==> src/rtl/jimmy_pkg.sv <==
// Shared constants and FSM encoding for the Jimmy multicore result collector.
package jimmy_pkg;

    localparam int NUM_CORES   = 4;
    localparam int DATA_W      = 8;
    localparam int CNT_W       = 32;
    localparam int STROBE_BIT  = 3;
    localparam int ADDR_STRIDE = 64;

    typedef enum logic [1:0] {
        IDLE = 2'd0,
        RUN  = 2'd1,
        DONE = 2'd2
    } run_state_e;

    // Unwrapped start address of a core; the caller truncates to its bus width.
    function automatic int unsigned core_start_addr(input int unsigned idx,
                                                    input int unsigned stride);
        return idx * stride;
    endfunction

endpackage

==> src/rtl/multicore_result_collector_strobe_capture.sv <==
// Per-core result capture: latches the result bus value seen at the last
// clock where the qualifying strobe bit was high, once that strobe falls.
module strobe_capture #(
    parameter int DATA_W     = jimmy_pkg::DATA_W,
    parameter int STROBE_BIT = jimmy_pkg::STROBE_BIT
) (
    input  logic              clk,
    input  logic              reset,
    input  logic              clear,
    input  logic [3:0]        strobe,
    input  logic [DATA_W-1:0] result,
    output logic [DATA_W-1:0] core_result,
    output logic              result_valid
);

    logic              strobe_q, strobe_d;
    logic [DATA_W-1:0] res_q, res_d;
    logic [DATA_W-1:0] cap_q, cap_d;
    logic              valid_q, valid_d;
    logic              fall;
    logic              unused_strobe_bits;

    // Only one strobe bit qualifies a result write; the rest are ignored.
    assign unused_strobe_bits = ^strobe;

    // Edge detect against the previous sample; clear overrides a coincident edge.
    always_comb begin
        strobe_d = strobe[STROBE_BIT];
        res_d    = result;
        fall     = strobe_q & ~strobe[STROBE_BIT];
        cap_d    = cap_q;
        valid_d  = valid_q;
        if (clear) begin
            cap_d   = '0;
            valid_d = 1'b0;
        end else if (fall) begin
            cap_d   = res_q;
            valid_d = 1'b1;
        end
    end

    // History and captured result registers.
    always_ff @(posedge clk or negedge reset) begin
        if (!reset) begin
            strobe_q <= 1'b0;
            res_q    <= '0;
            cap_q    <= '0;
            valid_q  <= 1'b0;
        end else begin
            strobe_q <= strobe_d;
            res_q    <= res_d;
            cap_q    <= cap_d;
            valid_q  <= valid_d;
        end
    end

    assign core_result  = cap_q;
    assign result_valid = valid_q;

endmodule

==> src/rtl/multicore_result_collector.sv <==
// Collects strobed results from the Jimmy cores, sums them and times the run
// until every core reports complete.
module multicore_result_collector #(
    parameter int NUM_CORES   = jimmy_pkg::NUM_CORES,
    parameter int DATA_W      = jimmy_pkg::DATA_W,
    parameter int CNT_W       = jimmy_pkg::CNT_W,
    parameter int STROBE_BIT  = jimmy_pkg::STROBE_BIT,
    parameter int ADDR_STRIDE = jimmy_pkg::ADDR_STRIDE
) (
    input  logic                        clk,
    input  logic                        reset,
    input  logic                        clear,
    input  logic [4*NUM_CORES-1:0]      out_strobe_flat,
    input  logic [DATA_W*NUM_CORES-1:0] result_flat,
    input  logic [NUM_CORES-1:0]        complete_flat,
    output logic [DATA_W*NUM_CORES-1:0] start_addr_flat,
    output logic [DATA_W*NUM_CORES-1:0] core_result,
    output logic [NUM_CORES-1:0]        result_valid,
    output logic [DATA_W+1:0]           total,
    output logic                        all_done,
    output logic [CNT_W-1:0]            cycle_count,
    output logic                        cnt_sat
);

    import jimmy_pkg::*;

    run_state_e         state_q;
    logic [CNT_W-1:0]   cycle_count_q;
    logic               cnt_sat_q;
    logic               all_done_q;
    logic [DATA_W+1:0]  total_q, total_d;

    for (genvar i = 0; i < NUM_CORES; i++) begin : g_core
        assign start_addr_flat[DATA_W*i +: DATA_W] =
            DATA_W'(core_start_addr(i, ADDR_STRIDE));

        strobe_capture #(
            .DATA_W     (DATA_W),
            .STROBE_BIT (STROBE_BIT)
        ) u_capture (
            .clk          (clk),
            .reset        (reset),
            .clear        (clear),
            .strobe       (out_strobe_flat[4*i +: 4]),
            .result       (result_flat[DATA_W*i +: DATA_W]),
            .core_result  (core_result[DATA_W*i +: DATA_W]),
            .result_valid (result_valid[i])
        );
    end

    // Sum of the captured results; two guard bits keep four full-scale values exact.
    always_comb begin
        total_d = '0;
        for (int i = 0; i < NUM_CORES; i++) begin
            total_d = total_d + {2'b00, core_result[DATA_W*i +: DATA_W]};
        end
        if (clear) begin
            total_d = '0;
        end
    end

    // Registered total, one clock behind the captured results.
    always_ff @(posedge clk or negedge reset) begin
        if (!reset) begin
            total_q <= '0;
        end else begin
            total_q <= total_d;
        end
    end

    // Run FSM with saturating cycle counter; the completing cycle is not counted.
    always_ff @(posedge clk or negedge reset) begin
        if (!reset) begin
            state_q       <= IDLE;
            cycle_count_q <= '0;
            cnt_sat_q     <= 1'b0;
            all_done_q    <= 1'b0;
        end else if (clear) begin
            state_q       <= RUN;
            cycle_count_q <= '0;
            cnt_sat_q     <= 1'b0;
            all_done_q    <= 1'b0;
        end else begin
            case (state_q)
                IDLE: begin
                    state_q <= RUN;
                end
                RUN: begin
                    if (&complete_flat) begin
                        state_q    <= DONE;
                        all_done_q <= 1'b1;
                    end else if (&cycle_count_q) begin
                        cnt_sat_q <= 1'b1;
                    end else begin
                        cycle_count_q <= cycle_count_q + CNT_W'(1);
                    end
                end
                DONE: begin
                    state_q <= DONE;
                end
                default: begin
                    state_q <= IDLE;
                end
            endcase
        end
    end

    assign total       = total_q;
    assign all_done    = all_done_q;
    assign cycle_count = cycle_count_q;
    assign cnt_sat     = cnt_sat_q;

endmodule

==> config.mk <==
export PLATFORM = sky130hd
export DESIGN_NAME = multicore_result_collector
export DESIGN_NICKNAME = d
export VERILOG_FILES = /design/src/rtl/jimmy_pkg.sv /design/src/rtl/multicore_result_collector_strobe_capture.sv /design/src/rtl/multicore_result_collector.sv
export SDC_FILE = /design/constraint.sdc
export NUM_CORES = 1
export LEC_CHECK = 0
export BUFFER_PORTS_ARGS = -buffer_cell sky130_fd_sc_hd__clkbuf_2
export CAP_MARGIN = 20
export CORE_UTILIZATION = 45
export DETAILED_ROUTE_END_ITERATION = 16
export GPL_TIMING_DRIVEN = 0
export PLACE_DENSITY_LB_ADDON = 0.15
export RECOVER_POWER = 50
export SYNTH_ARGS = -nofsm -noshare
export SYNTH_HDL_FRONTEND = slang
export SYNTH_HIERARCHICAL = 1
export SYNTH_SLANG_ARGS = --single-unit
==> constraint.sdc <==
create_clock -name clk -period 5.4 [get_ports clk]
set_clock_uncertainty 0.1 [all_clocks]
set_input_delay 1.08 -clock clk [delete_from_list [all_inputs] [get_ports clk]]
set_output_delay 1.08 -clock clk [all_outputs]
set_load 0.005 [all_outputs]
# Word level (Yosys, flattened, before mapping)
# Index checks and enable logic that the tools add are counted.
[classes] bitwise=8 n_addsub=4 n_eq_ne=5 mux=31 reduce_logical=13
[ops] op="two-way mux 32 bit" n=4
[ops] op="two-way mux 8 bit" n=8
[ops] op="adder 32 x 1 -> 32 bit, second input constant" n=1
[ops] op="AND reduction 32 bit" n=1
[ops] op="two-way mux 1 bit" n=15
[ops] op="nonzero test 2 bit" n=7
[ops] op="adder 10 x 8 -> 10 bit" n=1
[ops] op="adder 9 x 8 -> 10 bit" n=1
[ops] op="two-way mux 10 bit" n=1
[ops] op="adder 8 x 8 -> 9 bit" n=1
[ops] op="case mux 2 bit (3 select lines)" n=1
[ops] op="AND reduction 3 bit" n=2
[ops] op="AND 1 bit" n=4
[ops] op="two-way mux 2 bit" n=2
[ops] op="!= test 2 bit, second input constant" n=2
[ops] op="inverter 1 bit" n=4
[ops] op="AND reduction 4 bit" n=1
[ops] op="!= test 3 bit, second input constant" n=1
[ops] op="equality test 2 x 1 -> 1 bit, second input constant" n=1
[ops] op="equality test 2 bit, second input constant" n=1
[ops] op="zero test 2 bit" n=1
[ops] op="AND reduction 2 bit" n=1
[word_totals] input_bits=55 output_inout_bits=112 reg_bits=118

# Longest topological paths before layout
# Gate-level depths: netlist (run 1).
[depth] word_depth=5 ltp_mapped=11

# Cells and area by module
# The synthesis (run 1) kept the hierarchy.
[by_module_without_submodules] mod="multicore_result_collector" cells_each=391 area_each_um2=3419.5 seq_area_each_um2=1151.1 instances=1
[by_module_without_submodules] mod="strobe_capture" cells_each=46 area_each_um2=658.1 seq_area_each_um2=450.4 instances=4

# Worst setup path after synthesis (run 1)
# No wires, ideal clock.
[synth_path] path_type="reg-to-reg" start="reg g_core[0].u_capture.cap_q[1]" end="reg total_q[9] (netlist: total[9])" arrival_ns=2.958 synth_period_minus_slack_ns=3.182 setup_ns=0.124 stages_incl_launch_ff=12 path_slack_ns=2.218 cell_sequence="dfrtp_1 inv_1 fa_1 fa_1 inv_1 ha_1 fa_1 a21o_1 a21oi_1 nor2_1 o31a_1 o31a_1"
[synth_via] elab_chain_len=4
[synth_lines] item="start: declaration" line_no="multicore_result_collector_strobe_capture.sv:18" source="logic [DATA_W-1:0] cap_q, cap_d;"
[synth_lines] item="start signal: assignment" line_no="multicore_result_collector_strobe_capture.sv:52" source="cap_q <= cap_d;"
[synth_lines] item="adder 8 x 8 -> 9 bit" line_no="multicore_result_collector.sv:55" source="total_d = total_d + {2'b00, core_result[DATA_W*i +: DATA_W]};"
[synth_lines] item="adder 9 x 8 -> 10 bit" line_no="multicore_result_collector.sv:55"
[synth_lines] item="adder 10 x 8 -> 10 bit" line_no="multicore_result_collector.sv:55"
[synth_lines] item="two-way mux 10 bit" line_no="multicore_result_collector.sv:57" source="if (clear) begin"
[synth_lines] item="via total_d[9]" line_no="multicore_result_collector.sv:31" source="logic [DATA_W+1:0] total_q, total_d;"
[synth_lines] item="end signal: assignment" line_no="multicore_result_collector.sv:67" source="total_q <= total_d;"
[synth_lines] item="end: declaration" line_no="multicore_result_collector.sv:31"
# The timed path passes the listed nets, and every way through them passes these cells.
# A chain may end at the register's enable or synchronous reset.

# Worst setup path in the final report (run 1)
[layout_path] start="in clear" end="reg total_q[4] (netlist: total[4])"
[layout_via] elab_chain_len=1
[layout_lines] item="start: declaration" line_no="multicore_result_collector.sv:12" source="input logic clear,"
[layout_lines] item="two-way mux 10 bit" line_no="multicore_result_collector.sv:57"
[layout_lines] item="via total_d[4]" line_no="multicore_result_collector.sv:31"
# The timed path passes the listed nets, and every way through them passes these cells.

==> results of run 1 <==
-- flip-flops by register name, summed over array words and instances (netlist names) --
name                           count
g_core.u_capture/strobe_q          4
g_core.u_capture/res_q            32
g_core.u_capture/core_result      32
cnt_sat                            1
state_q                            2
g_core.u_capture/result_valid      4
cycle_count                       32
all_done                           1
total                             10
-- critical path, delay by kind of cell --
family / cells / cell delay [ps]
buf+inv: 4 / 2420
simple gates: 1 / 110
-- final timing paths --
path                                                          from                                  to  cells past startpoint
worst max-delay path                                         clear                            total[4]                      5
worst min-delay path                                      all_done                            all_done                      2
worst max register to register  g_core[1].u_capture/core_result[1]                            total[9]                     11
worst min register to register                            all_done                            all_done                      2
max in group asynchronous                                    reset  g_core[1].u_capture/core_result[5]                      1
min in group asynchronous                                    reset                            all_done                      1
-- cells by family after synthesis --
kind of cell	count (synthesis)	synth area share, %
AND/OR/NAND/NOR	216	23.2
flip-flops	118	48.8
buffers and inverters	105	8.93
AO/OA/AOI/OAI	93	8.95
adder cells (fa/ha/maj)	28	7.77
multiplexers	8	1.47
XOR/XNOR	5	0.724
other	2	0.124
-- stage by stage --
step,area (um^2),utilization (%)
2_1_floorplan,6160,-
3_3_place_gp,7000,53.0
3_5_place_dp,7000,53.1
4_1_cts,7640,57.9
5_1_grt,7620,57.8
6_report,7620,57.8
-- layout make-up --
| class | count | area share (%) |
|---|---|---|
| multi-input cells | 382 | 35.0 |
| clock inverters | 12 | 2.31 |
| clock buffers | 20 | 5.99 |
| plain buffers | 54 | 4.58 |
| flip-flops and latches | 118 | 38.7 |
| repair buffers | 122 | 7.93 |
| inverters | 51 | 2.51 |
| well taps | 176 | 2.89 |
-- power by group --
| part | leakage [nW] | switching, mW | internal (mW) |
|---|---|---|---|
| combinational | 1.79 | 0.162 | 0.132 |
| clock | 0.306 | 0.395 | 0.794 |
| sequential | 1.54 | 0.0412 | 0.936 |
-- cell usage after synthesis (all sizes together), types with 4 or more instances --
cell	number
mux2	7
nand4	8
clkbuf	15
nand4bb	32
buf	39
fa	16
nor2	30
inv	51
a21oi	21
and4	7
xnor2	4
and2	4
nor2b	21
o21ai	49
nand2	31
nand3	9
ha	12
o21ba	4
and3	6
or3	8
o31ai	7
nor3	8
dfrtp	118
or4	15
nand2b	34
-- layer usage --
layer / wire (um) / share of wire [%] / track usage (%) / up-vias
met1: 5820 / 44 / 25.9 / 2206
met5: 0 / 0 / 0 / -
met2: 6400 / 48 / 32.4 / 153
li1: - / - / - / 2251
met4: 213 / 1.6 / 10.0 / 0
met3: 776 / 5.9 / 4.99 / 16
==> Flow_metrics.wiki, run 1 <==
{| class="wikitable"
! Metric !! Value
|-
| Number of remaining DRC errors || 0
|-
| Ratio of cells with drive above 1 in the final layout || 26.5%
|-
| Fill cell count || 1156
|-
| Netlist area before placement || 0.00605 mm^2
|-
| Minimum setup slack in the final design || 1930 ps
|-
| Critical path's most frequent cell || clkbuf_1
|-
| Insertion delay of the later-clocked pin in the worst-skew pair || 420 ps
|-
| Data arrival time of the worst path || 3640 ps
|-
| Post-Syn Instances || 575
|-
| Worst-path fanout max || 39
|-
| Fin. Hold Viols || 0
|-
| Die footprint || 0.0139 mm^2
|-
| Setup CP Type || input pin to register
|-
| Setup TNS || 0 ps
|-
| Maximum clock insertion buffer count || 2
|-
| Achievable frequency || 288 MHz
|-
| Hold Buf Count CTS || 0
|-
| Total power density per cell area || 323 mW/mm^2
|-
| Average cell area after synthesis || 10.5 um^2
|-
| Register Area || 0.00295 mm^2
|-
| Combined area of the multi-input logic cells || 0.00267 mm^2
|-
| CTS resizes || 0
|-
| Effective utilization at floorplan || 45.9%
|-
| Leading cell types by total area after synthesis || dfrtp_1, nand4bb_1, fa_1
|-
| Slew headroom || -87.8%
|-
| Library cell occupying the most area in the post-synthesis netlist || dfrtp_1
|-
| # H-tree levels || 4
|-
| Routed via count || 4626
|-
| Tightest Pin Transition || 2820 ps
|-
| Overall routing resource usage || 20.3%
|-
| Number of maximum-capacitance violations || 1
|-
| Post-synth EDFFs || 0
|-
| Seq/Total Area, Yosys || 48.8%
|-
| Cell at the slowest stage of the critical path || clkbuf_1
|-
| Post-Place Cells || 903
|-
| Fin Hold WS || 399 ps
|-
| Via count of the first global-routing pass || 4471
|-
| Most common library cell in the layout ignoring fill and taps || dfrtp_1
|-
| Total congestion overflow || 0
|-
| Cells traversed along the worst timing path || clkbuf_1, clkbuf_1, clkbuf_1, buf_1, nor2_1
|-
| Count of input and output buffers || 122
|-
| Worst min-delay path category || register to register
|-
| Largest stage delay on the critical path || 1040 ps
|-
| Buffers inserted during post-CTS setup optimization || 0
|-
| Average wire length per cell after detail routing || 14.1 um
|-
| Final #Nets || 829
|-
| Area growth syn-to-layout || 25.9%
|-
| Vias per std cell || 4.95
|-
| Count of endpoints failing setup in the final report || 0
|-
| Number of buffers created by CTS || 17
|-
| Clock root buffer || clkbuf_16
|-
| Number of detailed-routing iterations run before antenna repair || 5
|-
| Vertical die dimension || 118 um
|-
| Final GP Congestion || 0.826
|-
| Number of storage elements in the synthesis netlist || 118
|-
| Final-report max-slew violation count || 119
|-
| Post-layout minimum cycle time || 3470 ps
|-
| Wirelength, routed || 13.2 mm
|-
| Violated checks || capacitance limit, slew limit
|-
| Largest net degree at the start of global routing || 119
|-
| Core ar. || 0.0132 mm^2
|-
| Async set or reset register ratio after synthesis || 100%
|-
| Worst setup timing slack at the placement stage || 2020 ps
|-
| Ant diodes || 0
|-
| Run status || complete, but fails checks
|-
| CTS clk-pin slew, worst paths || 50 ps
|-
| Crit path required time || 5570 ps
|-
| Hpwl dp || 9.61 mm
|-
| Portion of synthesized cell area occupied by the leading cell type || 48.8%
|-
| Critical path capture point type || register
|-
| Leak pwr || 3.63 nW
|-
| Number of sinks on the clock net || 118
|-
| Antenna violations before repair || 0
|-
| YS warnings || 6
|-
| Unrepaired setup endpoints after global routing || false
|-
| Post-Layout Cell Count || 935
|-
| Count of pins on the block boundary || 167
|-
| Reg-to-reg setup timing slack || 2020 ps
|-
| Yosys cell types || 48
|-
| Total design power || 2.46 mW
|-
| First-pass GRT wire length || 22.0 mm
|-
| Crit start category || input pin
|-
| Maximum vdd drop || 0.219 mV
|-
| TritonCTS clock tree || built
|-
| Floorplan die width || 118 um
|-
| Count of standard-cell rows || 42
|-
| Most used cells in the layout excluding fill and tap cells || dfrtp_1, clkbuf_2, inv_1
|-
| Count of antenna-violating nets left after detailed routing || 0
|-
| Synth Flop Type || dfrtp_1
|-
| Part of the cycle the worst path needs || 64.2%
|-
| Initial DRC Count || 337
|}
(Power assumes the default switching activity.)
==> run 2: changes to the inputs <==
- clock period: 5.4 -> 2.8 ns (I/O delays scaled with it)
==> Flow_metrics.wiki, run 2 (synthesis gave the netlist of run 1 again) <==
{| class="wikitable"
! Metric !! Value
|-
| Run status || complete, but fails checks
|-
| Violated checks || capacitance limit, slew limit, setup timing
|-
| Reg-to-reg setup timing slack || -320 ps
|-
| Post-Layout Cell Count || 946
|-
| Part of the cycle the worst path needs || 111%
|-
| Tightest Pin Transition || 1560 ps
|-
| Setup CP Type || register to register
|-
| Insertion delay of the later-clocked pin in the worst-skew pair || 420 ps
|-
| Number of maximum-capacitance violations || 1
|-
| Slew headroom || -3.87%
|-
| Antenna violations before repair || 0
|-
| Vertical die dimension || 118 um
|-
| Crit path required time || 3000 ps
|-
| Number of buffers created by CTS || 17
|-
| Leak pwr || 3.70 nW
|-
| Post-Place Cells || 904
|-
| Post-layout minimum cycle time || 3120 ps
|-
| Core ar. || 0.0132 mm^2
|-
| Register Area || 0.00295 mm^2
|-
| Area growth syn-to-layout || 29.2%
|-
| Number of remaining DRC errors || 0
|-
| Combined area of the multi-input logic cells || 0.00278 mm^2
|-
| Maximum clock insertion buffer count || 2
|-
| Average wire length per cell after detail routing || 14.6 um
|-
| Worst-path fanout max || 2
|-
| Final #Nets || 840
|-
| Floorplan die width || 118 um
|-
| Fill cell count || 1156
|-
| Worst r2r src || g_core[2].u_capture/core_result[1]
|-
| Routed via count || 4723
|-
| Crit start category || register
|-
| Count of antenna-violating nets left after detailed routing || 0
|-
| Minimum setup slack in the final design || -318 ps
|-
| Critical path capture point type || register
|-
| Worst min-delay path category || input pin to register
|-
| Effective utilization at floorplan || 45.9%
|-
| Largest net degree at the start of global routing || 119
|-
| Ant diodes || 0
|-
| Wirelength, routed || 13.8 mm
|-
| Fin. Hold Viols || 0
|-
| Maximum vdd drop || 0.553 mV
|-
| Hold Buf Count CTS || 0
|-
| Count of endpoints failing setup in the final report || 4
|-
| # H-tree levels || 4
|-
| Number of sinks on the clock net || 118
|-
| Unrepaired setup endpoints after global routing || true
|-
| Number of cell instances on the worst register-to-register path || 11
|-
| Initial DRC Count || 318
|-
| CP Launch Point || g_core[2].u_capture/core_result[1]
|-
| Ratio of cells with drive above 1 in the final layout || 30.3%
|-
| Count of standard-cell rows || 42
|-
| Capture point of the worst reg-to-reg path || total[9]
|-
| TritonCTS clock tree || built
|-
| Share of the core filled with cells || 59.3%
|-
| Most used cells in the layout excluding fill and tap cells || dfrtp_1, clkbuf_2, buf_4
|-
| Data arrival time of the worst path || 3320 ps
|-
| Timing endpoint of the critical path || total[9]
|-
| Hpwl dp || 9.91 mm
|-
| CTS clk-pin slew, worst paths || 60 ps
|-
| Achievable frequency || 321 MHz
|-
| Final GP Congestion || 0.833
|-
| Vias per std cell || 4.99
|-
| First-pass GRT wire length || 22.8 mm
|-
| Die footprint || 0.0139 mm^2
|-
| Setup TNS || -839 ps
|-
| Final-report max-slew violation count || 119
|-
| Most common library cell in the layout ignoring fill and taps || dfrtp_1
|-
| Number of detailed-routing iterations run before antenna repair || 4
|-
| Total power density per cell area || 618 mW/mm^2
|-
| Clock root buffer || clkbuf_16
|-
| Count of input and output buffers || 122
|-
| Count of pins on the block boundary || 167
|-
| Overall routing resource usage || 21.1%
|-
| Worst setup timing slack at the placement stage || -466 ps
|-
| Via count of the first global-routing pass || 4661
|-
| Total congestion overflow || 0
|}
## run 2: cell type report
class                      count  share of cell area (%)
clock buffer                  17                    5.44
sequential                   118                    37.8
multi-input combinational    382                    35.5
inverter                      51                    2.45
clock inverter                15                    2.69
buffer                        54                    4.46
tap                          176                    2.82
timing repair buffer         133                    8.85
## run 2: metrics by stage
step / hold WS (ps) / total power, mW / area (um^2)
after floorplan: 164 / 2.25 / 6170
after global placement: 382 / 2.46 / 7000
after detailed placement: 398 / 2.50 / 7040
after CTS: 127 / 4.86 / 7800
after global routing: 131 / 5.06 / 7820
final: 147 / 4.84 / 7820
## run 2: worst min-delay path by stage
stage                                           from  slack (ps)  depth (start not counted)                                to
floorplan                                      reset         160                          0                          all_done
global placement                             cnt_sat         380                          2                           cnt_sat
detailed placement  g_core[1].u_capture/result_valid         400                          1  g_core[1].u_capture/result_valid
CTS                                  result_flat[28]         130                          1      g_core[3].u_capture/res_q[4]
global route                         result_flat[28]         130                          1      g_core[3].u_capture/res_q[4]
finish                               result_flat[28]         150                          1      g_core[3].u_capture/res_q[4]
## run 2: report_power, final
group / internal [mW] / switching (mW) / total [mW]
Sequential: 1.80 / 0.0778 / 1.88
Clock: 1.56 / 0.762 / 2.33
Combinational: 0.281 / 0.347 / 0.628
Total: 3.65 / 1.19 / 4.84
## run 2: layer usage
| layer | track usage, % | part of all wire [%] | vias up |
|---|---|---|---|
| li1 | - | - | 2278 |
| met2 | 35.1 | 50 | 141 |
| met4 | 8.89 | 1.6 | 0 |
| met1 | 25.9 | 42 | 2287 |
| met5 | 0 | 0 | - |
| met3 | 5.38 | 5.7 | 17 |
## run 2: worst max-delay path: stages, from the launching register on
cell and delay [ps]:
dfrtp_1 380, inv_2 50, fa_1 500, fa_1 520
inv_2 50, ha_4 160, fa_2 340, a21o_1 170
a21oi_2 150, nor2_1 70, o31a_1 270, o31a_1 240
## run 2: repair_timing
| action | CTS | global route |
|---|---|---|
| endpoints found under the setup margin | 5 | 5 |
| gates resized for setup | 15 | 11 |
| pin swaps | 7 | 5 |
| setup buffers | 12 | 1 |
